## src/rtl/alu_pkg.sv

```systemverilog
// Shared types for the ALU result path: op tags, result flags and buffered entries.
package alu_pkg;

  localparam int unsigned WIDTH = 16;
  localparam int unsigned OP_W  = 2;

  typedef enum logic [OP_W-1:0] {
    OP_AND = 2'd0,
    OP_OR  = 2'd1,
    OP_XOR = 2'd2,
    OP_NOT = 2'd3
  } op_t;

  typedef struct packed {
    logic zero;
    logic neg;
    logic parity;
  } flags_t;

  typedef struct packed {
    logic [WIDTH-1:0] y;
    op_t              op;
    flags_t           flags;
  } entry_t;

  localparam entry_t ENTRY_RST = '{y: '0, op: OP_AND, flags: '0};

endpackage

```

## src/rtl/alu_flag_calc.sv

```systemverilog
// Combinational zero/negative/parity flag derivation for an ALU result word.
module alu_flag_calc
  import alu_pkg::*;
(
  input  logic [WIDTH-1:0] i_y,
  output flags_t           o_flags
);

  always_comb begin
    o_flags        = '0;
    o_flags.zero   = (i_y == '0);
    o_flags.neg    = i_y[WIDTH-1];
    o_flags.parity = ^i_y;
  end

endmodule

```

## src/rtl/alu_result_stage.sv

```systemverilog
// Registered ALU result stage: 2-entry skid buffer with stored flags and an accepted-result
// counter, presented through a valid/ready handshake.
module alu_result_stage
  import alu_pkg::*;
#(
  parameter int unsigned CNT_W = 16
) (
  input  logic             i_clk,
  input  logic             i_rst_n,
  input  logic             i_in_valid,
  output logic             o_in_ready,
  input  logic [WIDTH-1:0] i_in_y,
  input  logic [OP_W-1:0]  i_in_op,
  output logic             o_out_valid,
  input  logic             i_out_ready,
  output logic [WIDTH-1:0] o_out_y,
  output logic [OP_W-1:0]  o_out_op,
  output logic             o_out_zero,
  output logic             o_out_neg,
  output logic             o_out_parity,
  output logic [CNT_W-1:0] o_out_cnt
);

  entry_t           r_e0, r_e1;
  logic [1:0]       r_count;
  logic [CNT_W-1:0] r_cnt;

  entry_t           w_e0_nxt, w_e1_nxt, w_new;
  logic [1:0]       w_count_nxt;
  logic [CNT_W-1:0] w_cnt_nxt;
  flags_t           w_flags;
  logic             w_push, w_pop;

  alu_flag_calc u_flag_calc (
    .i_y     (i_in_y),
    .o_flags (w_flags)
  );

  // Ready depends only on registered occupancy so the producer never sees a path from
  // the consumer's ready.
  assign o_in_ready  = i_rst_n & (r_count != 2'd2);
  assign o_out_valid = (r_count != 2'd0);
  assign w_push      = i_in_valid & o_in_ready;
  assign w_pop       = o_out_valid & i_out_ready;

  always_comb begin
    w_new       = ENTRY_RST;
    w_new.y     = i_in_y;
    w_new.op    = op_t'(i_in_op);
    w_new.flags = w_flags;
  end

  always_comb begin
    w_count_nxt = r_count;
    w_e0_nxt    = r_e0;
    w_e1_nxt    = r_e1;
    unique case (r_count)
      2'd0: begin
        if (w_push) begin
          w_e0_nxt    = w_new;
          w_count_nxt = 2'd1;
        end
      end
      2'd1: begin
        if (w_push && w_pop) begin
          w_e0_nxt = w_new;
        end else if (w_push) begin
          w_e1_nxt    = w_new;
          w_count_nxt = 2'd2;
        end else if (w_pop) begin
          w_count_nxt = 2'd0;
        end
      end
      2'd2: begin
        if (w_pop) begin
          w_e0_nxt    = r_e1;
          w_count_nxt = 2'd1;
        end
      end
      default: w_count_nxt = 2'd0;
    endcase
  end

  assign w_cnt_nxt = r_cnt + CNT_W'(w_push);

  always_ff @(posedge i_clk) begin
    if (!i_rst_n) begin
      r_e0    <= ENTRY_RST;
      r_e1    <= ENTRY_RST;
      r_count <= 2'd0;
      r_cnt   <= '0;
    end else begin
      r_e0    <= w_e0_nxt;
      r_e1    <= w_e1_nxt;
      r_count <= w_count_nxt;
      r_cnt   <= w_cnt_nxt;
    end
  end

  // Head entry drives the outputs directly; it keeps its last value once popped.
  assign o_out_y      = r_e0.y;
  assign o_out_op     = r_e0.op;
  assign o_out_zero   = r_e0.flags.zero;
  assign o_out_neg    = r_e0.flags.neg;
  assign o_out_parity = r_e0.flags.parity;
  assign o_out_cnt    = r_cnt;

endmodule

```

## config.mk

```make
export PLATFORM = sky130hd
export DESIGN_NAME = alu_result_stage
export DESIGN_NICKNAME = d
export VERILOG_FILES = /design/src/rtl/alu_pkg.sv /design/src/rtl/alu_flag_calc.sv /design/src/rtl/alu_result_stage.sv
export SDC_FILE = /design/constraint.sdc
export NUM_CORES = 1
export LEC_CHECK = 0
export ABC_AREA = 1
export BUFFER_PORTS_ARGS = -buffer_cell sky130_fd_sc_hd__buf_2
export CORE_MARGIN = 1
export CORE_UTILIZATION = 43
export CTS_CLUSTER_DIAMETER = 50
export DETAILED_ROUTE_END_ITERATION = 10
export PLACE_DENSITY_LB_ADDON = 0.12
export SETUP_SLACK_MARGIN = 0.15
export SYNTH_ARGS = -nofsm -noshare
export SYNTH_HDL_FRONTEND = slang
export SYNTH_SLANG_ARGS = --single-unit
export TNS_END_PERCENT = 5
```

## constraint.sdc

```tcl
create_clock -name i_clk -period 2 [get_ports i_clk]
set_input_delay 0.2 -clock i_clk [delete_from_list [all_inputs] [get_ports i_clk]]
set_output_delay 0.2 -clock i_clk [all_outputs]
set_load 0.01 [all_outputs]
```

==> flow_metrics.tcl, run 1 <==
set metrics [dict create \
    status "finished clean" \
    grt_overflow_total 0 \
    setup_violations 0 \
    setup_tns_ps 0 \
    remaining_drc_errors 0 \
    numCtsBuffers 9 \
    synth.ff_latch_count 58 \
    grtUsageTotal_pct 19.6 \
    die-area_sq_mm 0.00676 \
    slew_headroom_pct 70.8 \
    placed_area_sq_mm 0.00315 \
    ys_seq_area_share_pct 42.0 \
    yosys-top-cells-count "nand2_1, nor2_1, dfxtp_1" \
    fp.dieW_microns 82.2 \
    critPathLaunch "r_count[1]$_SDFFE_PN0P_" \
    root_buffer "clkbuf_8" \
    cts_hold_buf 0 \
    antenna_found_initial 0 \
    gp_congestion 0.735 \
    cp_data_required_time_ps 2280 \
    arrival_ps 2080 \
    max_freq_mhz 555 \
    critical_path_peak_fanout 3 \
    final_cells 542 \
    hold_path.class "primary input to register" \
    startpoint_type "register" \
    syn_nets 430 \
    slowest_delay_ps 300 \
    synth_most_common_cell "nand2_1" \
    synth.avg_cell_area_sq_um 6.97 \
    rr_startpoint "r_count[1]$_SDFFE_PN0P_" \
    netlist_area_sq_mm 0.00277 \
    post-route-period-util_pct 90.2 \
    cp-end-kind "register" \
    ant_nets 0 \
    dpl.hpwl_microns 4410 \
    synth_top_area_share_pct 42.0 \
    synthFlopType "dfxtp_1" \
    powerDensity_mw_per_mm2 790 \
    clkTransAtPathRegs_ps 70 \
    grt_max_degree 51 \
    ctsHtreeMaxLevel 3 \
    cts.path.max_buffers 2 \
    start_util_pct 45.6 \
    cap_violations 0 \
    drt_wl_total_microns 6160 \
    ios 61 \
    synth_top_area_cell "dfxtp_1" \
    cts.sink_count 58 \
    dp.cells 524 \
    async_flop_share_pct 0 \
    rsz0062_at_grt "true" \
    rows 28 \
    whs_ps 111 \
    synthCells 397 \
    crit_top_cell "inv_2" \
    coreArea_sq_mm 0.00606 \
    port_buffers 60 \
    drt_first_pass_iters 4 \
    post_drt_via_cell_ratio 4.86 \
    hold_viol 0 \
    tightest_slew_ps 439 \
    grt_pass1_vias 2176 \
    cts_tree "yes" \
    ys_types 28 \
    nets 496 \
    wl_per_cell_microns 11.4 \
    leakage_nw 1.68 \
    ir_worst_vdd_mv 0.441 \
    dieHeight_microns 82.2 \
    clock_skew_ps 6.41 \
    finish.utilization_pct 56.2 \
    grt_pass1_wl_microns 9860 \
    fin_area_sq_mm 0.00340 \
    layout_min_cycle_time_ps 1800 \
    vias 2635 \
    synth_edf_count 0 \
    drive_above_1_share_pct 22.5 \
    path_cells "inv_2 > nor2_4 > nor2_4 > nand2_1 > inv_2 > ha_2 > ha_2 > nand2_1 > inv_2 > nand3_4 > inv_2 > nand2_1 > or2_2 > a21oi_2" \
    area_growth_pct 23.1 \
    slew_violations 0 \
    crit_type "register to register" \
    hp-start "i_out_ready" \
    cp_slowest_cell "dfxtp_1" \
    drt_iter0_drc 116 \
    yosys_warnings 0 \
    diodes 0 \
    clk_latency_ps 330 \
    synth_area_leaders "dfxtp_1, nand2_1, nor2_1" \
]
-- through the flow --
step,setup WS (ps),total power [mW]
after CTS,158,2.71
after global routing,65.2,2.81
after floorplan,177,1.49
after detailed placement,113,1.60
final,197,2.69
after global placement,156,1.60
-- sequential cells by signal, indices dropped and copies added, names as in the netlist --
register	count
o_out_op	2
o_out_zero	1
r_e1	20
o_out_cnt	16
o_out_y	16
o_out_parity	1
r_count	2
-- layer usage --
metal	part of all wire (%)	GRT usage, %
met1	49	25.6
met2	45	30.5
met3	4.4	4.18
met4	2.0	9.47
met5	0	0
-- cells by family (layout without fill, tap and decap cells) --
| logic type | after synthesis | in the layout | synth area share (%) |
|---|---|---|---|
| simple gates | 164 | 164 | 24.5 |
| fa+ha+maj | 11 | 11 | 4.98 |
| buf+inv | 68 | 138 | 10.3 |
| compound gates | 93 | 93 | 17.2 |
| flops | 58 | 58 | 42.0 |
| xor+xnor | 3 | 3 | 0.950 |
-- final cells by class --
class | count | area, sq um
flip-flops and latches | 58 | 1160
repair buffers | 71 | 387
inverters | 52 | 200
clock buffers | 13 | 169
multi-input cells | 271 | 1360
well taps | 75 | 93.8
fillers | 595 | 2660
clock inverters | 2 | 35.0
-- power by group --
part	total, mW	internal [mW]	switching, mW
Combinational	0.351	0.137	0.214
Clock	1.12	0.669	0.447
Sequential	1.22	1.20	0.0237
-- cells in the final DEF (no fill, tap or decap), drive strengths merged --
cell type  instances
o21ai             61
clkinv             2
nor2              64
a31oi              2
dfxtp             58
nand3              8
xor2               2
o21a               1
inv               51
xnor2              1
nand4              5
buf               71
nand2             81
nor3               5
a211oi             1
a21oi             28
clkbuf            13
ha                11
or2                1
bufinv             1
-- worst max-delay path: cells and delay by family, from the launching register on --
family          cells  cell delay, ps
simple gates        7             700
buf+inv             4             300
fa+ha+maj           2             350
compound gates      1             100
flops               1             300
-- path summary, 6_finish.rpt --
check	end	slack [ps]	cells past startpoint
setup / recovery	o_out_cnt[14]$_SDFF_PN0_	200	14
hold / removal	r_count[1]$_SDFFE_PN0P_	110	2
setup reg to reg	o_out_cnt[14]$_SDFF_PN0_	200	14
hold reg to reg	r_e1[3]$_SDFFE_PN0P_	450	2
-- repair_timing --
action | CTS | global route
setup endpoints to repair | 1 | 19
buffers inserted | 1 | 2
gates cloned | 0 | 0
gates resized for setup | 1 | 10
Power figures use the tool's default switching activity.
==> inputs of run 2 (changes only) <==
Settings changed: ABC_AREA 1 to default.
==> flow_metrics.tcl, run 2 <==
set metrics [dict create \
    slew_violations 0 \
    port_buffers 60 \
    switching_power_uw 693 \
    start_util_pct 45.3 \
    slowest_delay_ps 440 \
    ant_nets 0 \
    whs_ps 117 \
    yosys-top-cells-count "dfxtp_1, nand2_1, a21oi_1" \
    ys_types 35 \
    drt_wl_total_microns 6200 \
    synth_most_common_cell "dfxtp_1" \
    internal_power_mw 1.93 \
    nets 411 \
    ys_seq_area_share_pct 42.8 \
    setup_violations 0 \
    critical_path_peak_fanout 6 \
    largest-register "r_e1" \
    arrival_ps 2070 \
    hold_path.class "primary input to register" \
    cp-end-kind "register" \
    synth.ff_latch_count 58 \
    netlist_area_sq_mm 0.00271 \
    synth_top_area_cell "dfxtp_1" \
    clkTransAtPathRegs_ps 70 \
    hold_viol 0 \
    mostFrequentLayoutCell "buf_2" \
    slew_headroom_pct 50.2 \
    area_growth_pct 23.5 \
    fp.dieW_microns 81.4 \
    cts.path.max_buffers 2 \
    grt_max_degree 55 \
    ios 61 \
    post-route-period-util_pct 90.3 \
    pwr-share-comb_pct 14.6 \
    grt_pass1_vias 2139 \
    setup_tns_ps 0 \
    synthFlopType "dfxtp_1" \
    hold_depth 3 \
    drive_above_1_share_pct 27.2 \
    grt_overflow_total 0 \
    drt_iter0_drc 99 \
    gp_congestion 0.791 \
    cts_hold_buf 0 \
    rsz0062_at_grt "true" \
    startpoint_type "register" \
    leakage_nw 1.54 \
    cts_tree "yes" \
    post_drt_via_cell_ratio 5.22 \
    cp_data_required_time_ps 2260 \
    diodes 0 \
    crit_type "register to register" \
    syn_nets 349 \
    status "finished clean" \
    clock_skew_ps 3.70 \
    remaining_drc_errors 0 \
    ir_worst_vdd_mv 0.393 \
    synth_area_leaders "dfxtp_1, mux2i_1, nand2_1" \
    drt_first_pass_iters 4 \
    synth.avg_cell_area_sq_um 8.59 \
    cp_slowest_cell "or4_4" \
    max_freq_mhz 554 \
    powerDensity_mw_per_mm2 782 \
    root_buffer "clkbuf_8" \
    path_cells "inv_2 > a21oi_4 > and2_4 > ha_4 > and2_4 > nand3_2 > or4_4 > a21oi_2" \
    antenna_found_initial 0 \
    synthCells 316 \
    coreArea_sq_mm 0.00599 \
    grtUsageTotal_pct 20.9 \
    die-area_sq_mm 0.00663 \
    clk_latency_ps 330 \
    layout_min_cycle_time_ps 1810 \
    final_cell_mix "buf_2, dfxtp_1, nand2_1" \
    numCtsBuffers 9 \
    crit_top_cell "and2_4" \
    async_flop_share_pct 0 \
    yosys_warnings 0 \
    switching_share_pct 26.4 \
    worstRegToRegCells 8 \
    pwr-share-seq_pct 47.3 \
    pwr-share-clk_pct 38.1 \
    rows 28 \
    synth_edf_count 0 \
    dpl.hpwl_microns 4210 \
    tightest_slew_ps 748 \
    largest_register_ffs 20 \
    wl_per_cell_microns 13.5 \
    dieHeight_microns 81.4 \
    vias 2389 \
    synth_top_area_share_pct 42.8 \
    design_power_total_mw 2.62 \
    cap_violations 0 \
    cts.sink_count 58 \
    ctsHtreeMaxLevel 3 \
    grt_pass1_wl_microns 10400 \
]
-- run 2: cell types whose count changed after synthesis, sizes merged, moves of 19 or more --
cell / delta
o21ai: -54
nor2: -52
nand2: -33
a211oi: +19
inv: -32
mux2i: +19
-- run 2: final cells by class --
cell class	instances	area, sq um
inverters	19	71.3
fillers	587	2640
multi-input cells	217	1440
clock buffers	14	173
well taps	75	93.8
flip-flops and latches	58	1170
repair buffers	73	398
clock inverters	2	10.0
-- run 2: worst paths after layout --
kind	from	end	slack, ps
hold reg to reg	r_e1[13]$_SDFFE_PN0P_	r_e1[13]$_SDFFE_PN0P_	450
hold / removal	i_in_op[1]	r_e1[4]$_SDFFE_PN0P_	120
setup / recovery	r_count[0]$_SDFFE_PN0P_	o_out_cnt[15]$_SDFF_PN0_	190
setup reg to reg	r_count[0]$_SDFFE_PN0P_	o_out_cnt[15]$_SDFF_PN0_	190
-- run 2: what timing repair did --
| item | in CTS | in global routing |
|---|---|---|
| gates resized for setup | 3 | 5 |
| buffers inserted | 0 | 3 |
| gates cloned | 0 | 0 |
| endpoints found under the setup margin | 2 | 7 |
| hold endpoints to repair | 0 | 0 |
| pin swaps | 0 | 2 |
-- run 2: cell families after synthesis --
| group | share of synthesized area (%) |
|---|---|
| and+or+nand+nor | 20.8 |
| DFF | 42.8 |
| xor gates and xnor gates | 4.84 |
| muxes | 7.01 |
| adders and majority gates | 5.07 |
| buffers and inverters | 6.59 |
| AOI/OAI and AO/OA | 12.9 |
-- run 2: power groups by stage --
stage | sequential [mW] | combinational [mW] | clock [mW]
detailed placement | 1.27 | 0.382 | 0
global placement | 1.27 | 0.375 | 0
global route | 1.25 | 0.430 | 1.07
floorplan | 1.28 | 0.229 | 0
finish | 1.24 | 0.382 | 0.998
CTS | 1.24 | 0.384 | 1.02
-- run 2: metrics by stage --
step | cell area, sq um | std cells | setup slack [ps] | util [%]
final | 3350 | 458 | 194 | 56.0
after global routing | 3350 | 458 | 104 | 56.0
after CTS | 3310 | 455 | 162 | 55.2
after detailed placement | 3110 | 439 | 75.1 | 51.9
after global placement | 3110 | 439 | 159 | 51.9
after floorplan | 2740 | 316 | 183 | -
-- run 2: critical path, delay by kind of cell (launching register included) --
kind | cells | cell delay, ps
buffers and inverters | 1 | 70
and+or+nand+nor | 4 | 870
DFF | 1 | 370
adders and majority gates | 1 | 140
AOI/OAI and AO/OA | 2 | 290
-- run 2: metal layers --
metal	wire, microns	global-route usage (%)	share of wire [%]	vias to the layer above
li1	-	-	-	1216
met1	3050	28.6	49	1123
met2	2820	30.9	45	45
met3	255	4.44	4.1	5
met4	70	10.2	1.1	0
met5	0	0	0	-
